**config.mk**
```make
export PLATFORM = sky130hd
export DESIGN_NAME = exec_muldiv_seq_flat
export DESIGN_NICKNAME = d
export VERILOG_FILES = /design/src/rtl/exec_muldiv_seq_if.sv /design/src/rtl/exec_muldiv_seq.sv /design/src/flat_wrapper.sv
export SDC_FILE = /design/constraint.sdc
export NUM_CORES = 1
export LEC_CHECK = 0
export BUFFER_PORTS_ARGS = -buffer_cell sky130_fd_sc_hd__buf_4
export CAP_MARGIN = 40
export CORE_MARGIN = 3
export CORE_UTILIZATION = 30
export DETAILED_ROUTE_END_ITERATION = 6
export HOLD_SLACK_MARGIN = 0.12
export PLACE_DENSITY_LB_ADDON = 0.05
export SYNTH_ARGS = -nofsm -noshare
export SYNTH_HDL_FRONTEND = slang
export SYNTH_SLANG_ARGS = --single-unit
```
**constraint.sdc**
```tcl
create_clock -name clk -period 4.15 [get_ports clk]
set_input_delay 0.6225 -clock clk [delete_from_list [all_inputs] [get_ports clk]]
set_output_delay 0.6225 -clock clk [all_outputs]
set_load 0.01 [all_outputs]
```
**src/rtl/exec_muldiv_seq_if.sv**
```systemverilog
// Handshake/data bundle between decode/execute and the iterative mul/div unit.
//   start  : request; funct/a/b are sampled on the edge the request is accepted
//   funct  : 00 MUL(lo) 01 MULHU(hi) 10 DIVU(quot) 11 REMU(rem)
//   a, b   : operands (multiplicand/dividend, multiplier/divisor)
//   flush  : abort any in-flight operation
//   stall  : freeze upstream pipeline registers
//   done   : one-cycle pulse, result valid
//   result : selected result, held until the next accepted operation
//   dz_err : pulses with done for DIVU/REMU with b==0
// Handshake: a request is accepted on a rising edge where start=1, flush=0 and
// the unit is IDLE or DONE. While an op runs, stall=1 and the requester holds
// start high; start seen during RUN is ignored. The completion is signalled by
// exactly one done pulse; there is no ready/back-pressure on the result side.
interface exec_muldiv_seq_if #(
  parameter int WIDTH = 16
);
  logic             start;
  logic [1:0]       funct;
  logic [WIDTH-1:0] a;
  logic [WIDTH-1:0] b;
  logic             flush;
  logic             stall;
  logic             done;
  logic [WIDTH-1:0] result;
  logic             dz_err;

  modport master (
    output start, funct, a, b, flush,
    input  stall, done, result, dz_err
  );

  modport slave (
    input  start, funct, a, b, flush,
    output stall, done, result, dz_err
  );
endinterface

```
**src/rtl/exec_muldiv_seq.sv**
```systemverilog
// Iterative unsigned multiply/divide sequencer sitting beside the execute stage.
// One bit per cycle: shift-add multiply or restoring divide, WIDTH iterations.
// Ports:
//   clk       : clock, all state updates on posedge
//   rst       : asynchronous active-high reset
//   bus       : exec_muldiv_seq_if slave (start/funct/a/b/flush in,
//               stall/done/result/dz_err out)
//   fsm_state : current FSM state (0 IDLE, 1 RUN, 2 DONE) for observation
module exec_muldiv_seq #(
  parameter int WIDTH = 16
) (
  input  logic                   clk,
  input  logic                   rst,
  exec_muldiv_seq_if.slave       bus,
  output logic [1:0]             fsm_state
);
  localparam int CW = $clog2(WIDTH);

  typedef enum logic [1:0] {
    IDLE = 2'd0,
    RUN  = 2'd1,
    DONE = 2'd2
  } state_t;

  state_t           state;
  logic [CW-1:0]    cnt;
  logic [1:0]       op;
  // acc: upper product half (MUL) or partial remainder (DIV).
  // lo : multiplier shifting out / product low half shifting in (MUL),
  //      dividend shifting out / quotient shifting in (DIV).
  logic [WIDTH:0]   acc;
  logic [WIDTH-1:0] lo;
  logic [WIDTH-1:0] opr;
  logic             done_q;
  logic             dz_q;
  logic [WIDTH-1:0] result_q;

  logic             accept;
  logic             last;
  logic [WIDTH:0]   mul_sum;
  logic [WIDTH:0]   div_shift;
  logic [WIDTH+1:0] div_diff;
  logic [WIDTH:0]   acc_nxt;
  logic [WIDTH-1:0] lo_nxt;
  logic [WIDTH-1:0] res_nxt;

  // Nothing is taken while reset or flush is asserted.
  assign accept = bus.start && !bus.flush && !rst && (state == IDLE || state == DONE);
  assign bus.stall = (bus.start && state != RUN && accept) || state == RUN;
  assign last = (cnt == CW'(WIDTH - 1));

  assign bus.done   = done_q;
  assign bus.dz_err = dz_q;
  assign bus.result = result_q;
  assign fsm_state  = state;

  always_comb begin
    mul_sum   = {1'b0, acc[WIDTH-1:0]} + (lo[0] ? {1'b0, opr} : '0);
    div_shift = {acc[WIDTH-1:0], lo[WIDTH-1]};
    // Top bit of the difference is the borrow of the trial subtract.
    div_diff  = {1'b0, div_shift} - {2'b00, opr};
    acc_nxt   = acc;
    lo_nxt    = lo;
    if (!op[1]) begin
      // Product shifts right: the carry-out of the add enters the top of acc,
      // the LSB of the new upper half moves into the top of lo.
      acc_nxt = {1'b0, mul_sum[WIDTH:1]};
      lo_nxt  = {mul_sum[0], lo[WIDTH-1:1]};
    end else begin
      acc_nxt = div_diff[WIDTH+1] ? div_shift : div_diff[WIDTH:0];
      lo_nxt  = {lo[WIDTH-2:0], ~div_diff[WIDTH+1]};
    end
    case (op)
      2'b00:   res_nxt = lo_nxt;
      2'b01:   res_nxt = acc_nxt[WIDTH-1:0];
      2'b10:   res_nxt = lo_nxt;
      default: res_nxt = acc_nxt[WIDTH-1:0];
    endcase
  end

  always_ff @(posedge clk or posedge rst) begin
    if (rst) begin
      state    <= IDLE;
      cnt      <= '0;
      op       <= '0;
      acc      <= '0;
      lo       <= '0;
      opr      <= '0;
      done_q   <= 1'b0;
      dz_q     <= 1'b0;
      result_q <= '0;
    end else if (bus.flush) begin
      state  <= IDLE;
      cnt    <= '0;
      done_q <= 1'b0;
      dz_q   <= 1'b0;
    end else begin
      case (state)
        IDLE, DONE: begin
          done_q <= 1'b0;
          dz_q   <= 1'b0;
          if (accept) begin
            op  <= bus.funct;
            cnt <= '0;
            acc <= '0;
            if (!bus.funct[1]) begin
              lo    <= bus.b;
              opr   <= bus.a;
              state <= RUN;
            end else begin
              lo  <= bus.a;
              opr <= bus.b;
              if (bus.b == '0) begin
                // Divide by zero skips the loop entirely.
                state    <= DONE;
                done_q   <= 1'b1;
                dz_q     <= 1'b1;
                result_q <= bus.funct[0] ? bus.a : '1;
              end else begin
                state <= RUN;
              end
            end
          end else begin
            state <= IDLE;
          end
        end
        RUN: begin
          acc <= acc_nxt;
          lo  <= lo_nxt;
          cnt <= cnt + 1'b1;
          if (last) begin
            state    <= DONE;
            done_q   <= 1'b1;
            result_q <= res_nxt;
          end
        end
        default: state <= IDLE;
      endcase
    end
  end
endmodule

```
**src/flat_wrapper.sv**
```systemverilog
// flat-port wrapper written by rule: the top's interface ports become plain ports
module exec_muldiv_seq_flat 
#(
  parameter int WIDTH = 16
)
  (clk, rst, fsm_state, bus_start, bus_funct, bus_a, bus_b, bus_flush, bus_stall, bus_done, bus_result, bus_dz_err);
  exec_muldiv_seq_if #(.WIDTH(WIDTH)) bus_i ();
  input  logic clk;
  input  logic rst;
  output logic [1:0] fsm_state;
  input wire logic [$bits(bus_i.start)-1:0] bus_start;
  input wire logic [$bits(bus_i.funct)-1:0] bus_funct;
  input wire logic [$bits(bus_i.a)-1:0] bus_a;
  input wire logic [$bits(bus_i.b)-1:0] bus_b;
  input wire logic [$bits(bus_i.flush)-1:0] bus_flush;
  output wire logic [$bits(bus_i.stall)-1:0] bus_stall;
  output wire logic [$bits(bus_i.done)-1:0] bus_done;
  output wire logic [$bits(bus_i.result)-1:0] bus_result;
  output wire logic [$bits(bus_i.dz_err)-1:0] bus_dz_err;
  assign bus_i.start = bus_start;
  assign bus_i.funct = bus_funct;
  assign bus_i.a = bus_a;
  assign bus_i.b = bus_b;
  assign bus_i.flush = bus_flush;
  assign bus_stall = bus_i.stall;
  assign bus_done = bus_i.done;
  assign bus_result = bus_i.result;
  assign bus_dz_err = bus_i.dz_err;
  exec_muldiv_seq #(.WIDTH(WIDTH)) u_core (.clk(clk), .rst(rst), .bus(bus_i), .fsm_state(fsm_state));
endmodule
```
==> results.md, run 1 <==
- CP top delay family: compound AO/OA/AOI/OAI gates
- Final core utilization: 36.3%
- CTS Buffer Depth: 2
- Crit path max fanout: 19
- Rel. slew slack: 39.5%
- Post-Syn Instances: 651
- Max rail drop VDD: 0.282 mV
- Clk_skew: 0.00525 ns
- Site Rows: 49
- Gr ovfl total: 0
- Asr flop ratio synth: 100%
- Hold Path Class: in -> async
- Clock share of power: 18.3%
- EDFF count, synth: 0
- Tmin final: 3.43 ns
- I/O Pins: 59
- Net Switching: 2.04 mW
- Post-synth net total: 724
- Commonest non-fill, non-tap cells in the layout: dfrtp_1, o21ai_0, nand2_1, buf_4, nor2_1
- Global routing usage on met3: 2.59%
- Post-synthesis sequential area ratio: 33.3%
- Gpl congestion: 0.818
- Pwr Density: 712 nW/um2
- Largest net degree at the start of global routing: 46
- Slew Viols, Final: 0
- DRT iter0 DRCs: 318
- Hold_ws: 0.279 ns
- Yosys warning total: 0
- Slowest Stage Delay on Critical Path: 0.41 ns
- Cts hold-fix bufs: 0
- CP Capture Type: flip-flop
- ANT nets after route: 0
- Internal power: 2.62 mW
- Tightest Pin Transition: 0.907 ns
- Layout Nets: 768
- Drt wl/cell: 20.2 um
- Via count: 4,922
- Synth Cell Area: 5560 um2
- First-pass GRT wire length: 29.9 mm
- Number of library cell types mapped by synthesis: 59
- Comb power frac: 56.2%
- Core area: 18,100 um2
- Vias/cell: 5.30
- Grt met2 use: 30.6%
- CP required: 4.36 ns
- CTS buffer count: 9
- Antenna cells: 0
- Final setup fails: 0
- Setup CP Type: reg -> reg
- Buf/Inv on CP: 2
- H-Tree Depth: 3
- Total wire length: 18.8 mm
- CTS resizes: 0
- Post-CTS repair timing setup buffer count: 0
- Met1 usage: 27.9%
- Crit path arrival time: 3.65 ns
- Leakage: 3.16 nW
- Switching share of power: 43.8%
- Main flop type after synthesis: dfrtp_1
- Period Utilization, post-route: 82.7%
- Outcome: finished clean
- Initial antenna violation count: 0
- Cell area after layout: 6560 um2
- Via count of the first global-routing pass: 4,958
- Share of cells above drive strength 1: 16.6%
- Total global-route track usage: 19.3%
- Commonest non-fill, non-tap cell in the layout: dfrtp_1
- Quantity of I/O buffers inserted on ports: 58
- Sequential fraction of design power: 25.5%
- First-pass DRT Iterations: 5
- Final HPWL DP: 14.2 mm
- Max-Cap Viols: 0
- Clock sinks: 74
- Area Overhead vs Synth: 18.0%
- Post-place instance area: 6240 um2
- Flops & latches, synth: 74
- Gr busiest metal: met2
- Worst path cell trace: inv_1, ha_1, nor2b_1, o21ai_0, a21oi_1, o21ai_1, o21ai_1, a31oi_2, buf_4, mux2_2, a211oi_1, o21ai_0
- # fillers: 1,848
- Die Width: 142 um
- Die area: 20,200 um2
- Starting Density: 30.7%
- RSZ-0062 raised after global routing: false
- CP startpoint kind: flip-flop
- Avg Cell Area, Syn: 8.53 um2
- CTS tree: yes
- # DRC: 0
- Max Clk Rate: 291 MHz
- TNS Setup: 0 ns
- Skew-Pair Late Insertion Delay: 0.35 ns
- Slowest CP cell: mux2_2
- Die height: 142 um
- R2R Setup Slk: 0.72 ns
- Clk slew on worst S/H paths: 0.06 ns
- Clk root buf: clkbuf_16
- Hold Vio Cnt, Final: 0
-- kinds of logic (layout without fill, tap and decap cells) --
logic type / count (synthesis) / after routing / synth area share [%]
xor+xnor: 27 / 27 / 4.26
compound gates: 203 / 203 / 23.3
simple gates: 181 / 181 / 14.1
mux: 64 / 64 / 11.9
buf+inv: 67 / 116 / 4.89
flops: 74 / 74 / 33.3
fa+ha+maj: 35 / 35 / 8.15
-- worst reg2reg max path: stages, from the launching register on --
cell,delay [ns]
dfrtp_1,0.39
inv_1,0.07
ha_1,0.28
nor2b_1,0.12
o21ai_0,0.39
a21oi_1,0.17
o21ai_1,0.28
o21ai_1,0.20
a31oi_2,0.16
buf_4,0.32
mux2_2,0.42
a211oi_1,0.34
o21ai_0,0.15
-- power groups by stage --
stage	logic (mW)	registers, mW	clock network [mW]
after floorplan	1.89	1.12	0
after global placement	2.58	1.21	0
after detailed placement	2.61	1.20	0
after CTS	2.63	1.19	0.871
after global routing	2.93	1.23	0.903
final	2.62	1.19	0.853
-- cell usage after synthesis (9+ instances only) --
cell | instances | share of area, %
mux2_2 | 18 | 3.6
a221o_1 | 9 | 1.6
nor2_1 | 68 | 4.6
nand2_1 | 70 | 4.7
ha_1 | 33 | 7.4
mux2i_1 | 46 | 8.3
a21oi_1 | 43 | 3.9
o21ai_0 | 71 | 6.4
a21o_1 | 12 | 1.6
a22o_1 | 9 | 1.4
inv_1 | 28 | 1.9
clkbuf_1 | 29 | 2.0
xor2_1 | 10 | 1.6
xnor2_1 | 17 | 2.7
dfrtp_1 | 74 | 33
-- routing by layer --
metal / vias to the layer above / wire length (um)
li1: 2427 / -
met1: 2407 / 9180
met2: 75 / 8850
met3: 13 / 577
met4: 0 / 191
met5: - / 0
-- through the flow --
step / setup slack, ns / std cells / power [mW]
after floorplan: 1.30 / 651 / 3.01
after global placement: 0.697 / 912 / 3.79
after detailed placement: 0.713 / 913 / 3.81
after CTS: 0.688 / 929 / 4.69
after global routing: 0.438 / 929 / 5.06
final: 0.719 / 929 / 4.67
-- layout make-up --
cell class	instances	area [um2]	share of cell area, %
flip-flops and latches	74	1850	28.3
multi-input cells	510	3440	52.5
repair buffers	71	546	8.32
well taps	229	287	4.37
inverters	29	110	1.68
clock inverters	1	30.0	0.458
clock buffers	15	288	4.39
-- flip-flops by register name, summed over array words and instances, names as in the netlist --
signal,cells
u_core.fsm_state,2
u_core.bus.dz_err,1
u_core.opr,16
u_core.op,2
u_core.cnt,4
u_core.bus.done,1
u_core.lo,16
u_core.bus.result,16
u_core.acc,16
-- worst paths after layout --
kind	endpoint	start	cells past startpoint
min in group clk	u_core.opr[9]$_DFFE_PP0P_	u_core.opr[9]$_DFFE_PP0P_	2
worst min register to register	u_core.opr[9]$_DFFE_PP0P_	u_core.opr[9]$_DFFE_PP0P_	2
worst max-delay path	u_core.bus.result[12]$_DFFE_PP0P_	u_core.opr[1]$_DFFE_PP0P_	12
worst max register to register	u_core.bus.result[12]$_DFFE_PP0P_	u_core.opr[1]$_DFFE_PP0P_	12
max in group asynchronous	u_core.lo[14]$_DFFE_PP0P_	rst	4
worst min-delay path	u_core.opr[14]$_DFFE_PP0P_	rst	2
(Power assumes the default switching activity.)
==> inputs of run 2 (changes only) <==
- clock period: 4.15 -> 3 ns (I/O delays scaled with it)
==> results.md, run 2 (synthesis results as in run 1) <==
- Total wire length: 18.9 mm
- Gr ovfl total: 0
- First-pass GRT wire length: 29.9 mm
- FF/Latch Area: 1850 um2
- Hold Vio Cnt, Final: 0
- Max Clk Rate: 351 MHz
- Hold path start: bus_funct[0]
- TNS Setup: 0 ns
- Pwr Density: 1000 nW/um2
- Total global-route track usage: 19.2%
- Slew Viols, Final: 0
- Worst R2R End: u_core.bus.result[5]$_DFFE_PP0P_
- Outcome: finished clean
- Starting Density: 30.7%
- Rel. slew slack: 46.4%
- # fillers: 1,850
- Via count of the first global-routing pass: 5,122
- Clk_skew: 0.00717 ns
- Quantity of I/O buffers inserted on ports: 58
- Clk slew on worst S/H paths: 0.06 ns
- R2r worst-path depth: 12
- Max-Cap Viols: 0
- Initial antenna violation count: 0
- DRT iter0 DRCs: 302
- Die height: 142 um
- CTS tree: yes
- Final cell count without fillers: 958
- Vias/cell: 5.23
- Largest net degree at the start of global routing: 46
- CP required: 3.28 ns
- Gpl congestion: 0.817
- CTS Buffer Depth: 2
- Commonest non-fill, non-tap cells in the layout: buf_4, dfrtp_1, nand2_1
- Final HPWL DP: 14.2 mm
- Share of cells above drive strength 1: 22.5%
- Antenna cells: 0
- Final setup fails: 0
- Site Rows: 49
- Clock sinks: 74
- R2R Setup Slk: 0.15 ns
- Met1 usage: 28.1%
- Tmin final: 2.85 ns
- H-Tree Depth: 3
- Setup CP Type: reg -> reg
- I/O Pins: 59
- Layout Nets: 797
- Die area: 20,200 um2
- CP startpoint kind: flip-flop
- CTS buffer count: 9
- Overall power: 6.93 mW
- Core area: 18,100 um2
- Area Overhead vs Synth: 24.2%
- Hold Path Class: in -> reg
- Clk root buf: clkbuf_16
- Grt met2 use: 29.8%
- Die Width: 142 um
- Via count: 5,015
- Leakage: 3.32 nW
- Skew-Pair Late Insertion Delay: 0.35 ns
- CP Capture Type: flip-flop
- Gr busiest metal: met2
- First-pass DRT Iterations: 4
- Worst Slack Setup Final: 0.149 ns
- Drt wl/cell: 19.8 um
- ANT nets after route: 0
- Area occupied by multi-input gates: 3540 um2
- End point of the worst hold path: u_core.op[0]$_DFFE_PP0P_
- Crit path arrival time: 3.13 ns
- Max rail drop VDD: 0.314 mV
- Hold_ws: 0.368 ns
- R2R Path Start: u_core.opr[0]$_DFFE_PP0P_
- Tightest Pin Transition: 0.804 ns
- Commonest non-fill, non-tap cell in the layout: buf_4
- Period Utilization, post-route: 95.0%
- Global routing usage on met3: 2.15%
- Pre-CTS setup slack: -0.135 ns
- Crit path max fanout: 3
- Hold path depth: 3
- # DRC: 0
- Dpl cells: 938
run 2: timing repair:
| item | CTS | global route |
|---|---|---|
| endpoints found under the setup margin | 4 | 21 |
| pin swaps | 2 | 4 |
| hold endpoints to repair | 2 | 0 |
| resized for setup | 7 | 17 |
| hold buffers | 1 | 0 |
| buffers inserted | 1 | 2 |
run 2: metrics by stage:
step	utilization [%]	cell area, um2
after floorplan	-	5560
after global placement	35.7	6460
after detailed placement	35.7	6460
after CTS	37.7	6820
after global routing	38.2	6900
final	38.2	6900
run 2: cell type report:
class	count	share of cell area, %
Clock buffer	14	3.97
Clock inverter	2	0.508
Inverter	29	1.60
Multi-Input combinational cell	510	51.3
Sequential cell	74	26.9
Tap cell	229	4.15
Timing Repair Buffer	100	11.6
run 2: worst max-delay path by stage:
stage,depth (start not counted),end,startpoint,slack [ns]
floorplan,13,u_core.bus.result[14]$_DFFE_PP0P_,u_core.lo[0]$_DFFE_PP0P_,0.15
global placement,12,u_core.acc[13]$_DFFE_PP0P_,u_core.opr[0]$_DFFE_PP0P_,-0.06
detailed placement,12,u_core.bus.result[14]$_DFFE_PP0P_,u_core.lo[0]$_DFFE_PP0P_,-0.14
CTS,15,u_core.bus.result[12]$_DFFE_PP0P_,u_core.lo[0]$_DFFE_PP0P_,0.02
global route,15,u_core.bus.result[12]$_DFFE_PP0P_,u_core.lo[0]$_DFFE_PP0P_,-0.02
finish,12,u_core.bus.result[5]$_DFFE_PP0P_,u_core.opr[0]$_DFFE_PP0P_,0.15
run 2: worst max-delay path, stage by stage (launching register included):
cell and delay, ns:
dfrtp_1 0.40, and2_1 0.17, ha_1 0.26, fa_2 0.39, a21o_1 0.18, a21oi_2 0.16
buf_4 0.14, o21bai_1 0.06, a21oi_1 0.18, xnor2_1 0.15, nor2_1 0.06, a21oi_1 0.43
a221o_1 0.24
run 2: per-layer routing:
metal | vias to the layer above | routed length [um] | part of all wire (%)
li1 | 2483 | - | -
met1 | 2434 | 9650 | 51
met2 | 78 | 8540 | 45
met5 | - | 0 | 0
met3 | 20 | 470 | 2.5
met4 | 0 | 274 | 1.4
run 2: power by group:
| part | total [mW] | internal, mW | switching (mW) |
|---|---|---|---|
| Clock | 1.15 | 0.712 | 0.434 |
| Combinational | 4.13 | 1.95 | 2.18 |
| Sequential | 1.65 | 1.30 | 0.345 |
| Total | 6.93 | 3.97 | 2.96 |
==> inputs of run 3 (changes only) <==
- clock period: 3 -> 3.55 ns (I/O delays scaled with it)
==> results.md, run 3 (synthesis results as in run 1) <==
- Worst Slack Setup Final: 0.427 ns
- Cts hold-fix bufs: 0
- Clk_skew: 0.00402 ns
- RSZ-0062 raised after global routing: false
- Commonest non-fill, non-tap cells in the layout: buf_4, dfrtp_1, o21ai_0, nand2_1, nor2_1
- Cell area after layout: 6650 um2
- Post-place instance area: 6300 um2
- Site Rows: 49
- Core area: 18,100 um2
- Share of cells above drive strength 1: 17.4%
- Max Clk Rate: 320 MHz
- Drt wl/cell: 19.5 um
- Die Width: 142 um
- Final HPWL DP: 13.9 mm
- R2r worst-path depth: 12
- Outcome: finished clean
- Comb power frac: 56.2%
- Crit path arrival time: 3.33 ns
- Die height: 142 um
- Crit path max fanout: 3
- CTS tree: yes
- Pre-CTS setup slack: 0.283 ns
- CTS Buffer Depth: 2
- Layout Nets: 773
- CP required: 3.76 ns
- Total global-route track usage: 18.6%
- Vias/cell: 5.28
- Starting Density: 30.7%
- Net Switching: 2.39 mW
- ANT nets after route: 0
- Via count: 4,932
- First-pass DRT Iterations: 5
- Gr ovfl total: 0
- CP Capture Type: flip-flop
- Worst Setup EP: u_core.bus.result[12]$_DFFE_PP0P_
- CTS resizes: 0
- Max-Cap Viols: 0
- Area Overhead vs Synth: 19.7%
- Overall power: 5.57 mW
- Total wire length: 18.2 mm
- Internal power: 3.18 mW
- Worst R2R End: u_core.bus.result[12]$_DFFE_PP0P_
- Switching share of power: 42.9%
- Largest net degree at the start of global routing: 46
- # DRC: 0
- R2R Setup Slk: 0.43 ns
- Final setup fails: 0
- Gpl congestion: 0.849
- Clock share of power: 19.0%
- Period Utilization, post-route: 88.0%
- Clock sinks: 74
- Antenna cells: 0
- DRT iter0 DRCs: 313
- Hold Vio Cnt, Final: 0
- # fillers: 1,833
- Tightest Pin Transition: 0.600 ns
- Hold_ws: 0.206 ns
- Hold Path Class: in -> async
- Slew Viols, Final: 0
- Tmin final: 3.12 ns
- Clk root buf: clkbuf_16
- Max rail drop VDD: 0.269 mV
- TNS Setup: 0 ns
- Die area: 20,200 um2
- Rel. slew slack: 60.0%
- Crit path launch: u_core.lo[15]$_DFFE_PP0P_
- Quantity of I/O buffers inserted on ports: 58
- Via count of the first global-routing pass: 5,006
- Post-CTS repair timing setup buffer count: 0
- Initial antenna violation count: 0
- H-Tree Depth: 3
- First-pass GRT wire length: 29.0 mm
- Sequential fraction of design power: 24.7%
- Clk slew on worst S/H paths: 0.06 ns
- Setup CP Type: reg -> reg
- R2R Path Start: u_core.lo[15]$_DFFE_PP0P_
- CTS buffer count: 9
- Leakage: 3.20 nW
- Skew-Pair Late Insertion Delay: 0.33 ns
- I/O Pins: 59
- CP startpoint kind: flip-flop
- Pwr Density: 837 nW/um2
## run 3: changes by cell type in the layout (fill, tap and decap cells not counted), sizes merged
| cell | previous run | this run |
|---|---|---|
| clkinvlp | 0 | 1 |
| clkbuf | 14 | 11 |
| bufinv | 1 | 3 |
| dlygate4sd3 | 1 | 0 |
| buf | 99 | 76 |
## run 3: metal layers
layer	vias to the layer above	GRT usage (%)	routed length, um
met5	-	0	0
met1	2380	27.7	9160
li1	2434	-	-
met3	14	2.89	777
met4	0	3.99	194
met2	104	28.3	8120
## run 3: power groups by stage
stage / Clock [mW] / Combinational, mW / Sequential, mW
3_5_place_dp: 0 / 3.10 / 1.39
5_1_grt: 1.13 / 3.48 / 1.42
4_1_cts: 1.09 / 3.12 / 1.38
2_1_floorplan: 0 / 2.21 / 1.31
3_3_place_gp: 0 / 3.11 / 1.40
6_report: 1.06 / 3.13 / 1.38
## run 3: critical path, cell delays in order, from the launching register on
cell	delay [ns]
dfrtp_1	0.40
inv_1	0.10
ha_1	0.22
fa_1	0.42
nor2b_1	0.23
o31a_1	0.23
o22ai_2	0.12
o22ai_1	0.28
nor2_1	0.09
xnor2_1	0.17
mux2_2	0.30
a211oi_1	0.30
o21ai_0	0.13
## run 3: worst min-delay path by stage
stage / to / slack [ns] / depth (start not counted)
global route: u_core.bus.result[14]$_DFFE_PP0P_ / 0.22 / 2
CTS: u_core.fsm_state[0]$_DFFE_PP0P_ / 0.20 / 2
floorplan: u_core.opr[10]$_DFFE_PP0P_ / 0.45 / 2
finish: u_core.fsm_state[0]$_DFFE_PP0P_ / 0.21 / 2
global placement: u_core.opr[8]$_DFFE_PP0P_ / 0.47 / 2
detailed placement: u_core.opr[12]$_DFFE_PP0P_ / 0.47 / 2
## run 3: stage by stage
stage          utilization (%)  cells
2_1_floorplan                -    651
3_3_place_gp              34.7    917
3_5_place_dp              34.8    918
4_1_cts                   36.7    934
5_1_grt                   36.8    934
6_report                  36.8    934
## run 3: final cells by class
type / count / area (um2) / area share, %
clock buffers: 11 / 233 / 3.50
clock inverters: 5 / 103 / 1.54
inverters: 29 / 110 / 1.66
multi-input cells: 510 / 3460 / 52.0
flip-flops and latches: 74 / 1850 / 27.9
well taps: 229 / 287 / 4.31
repair buffers: 76 / 608 / 9.15
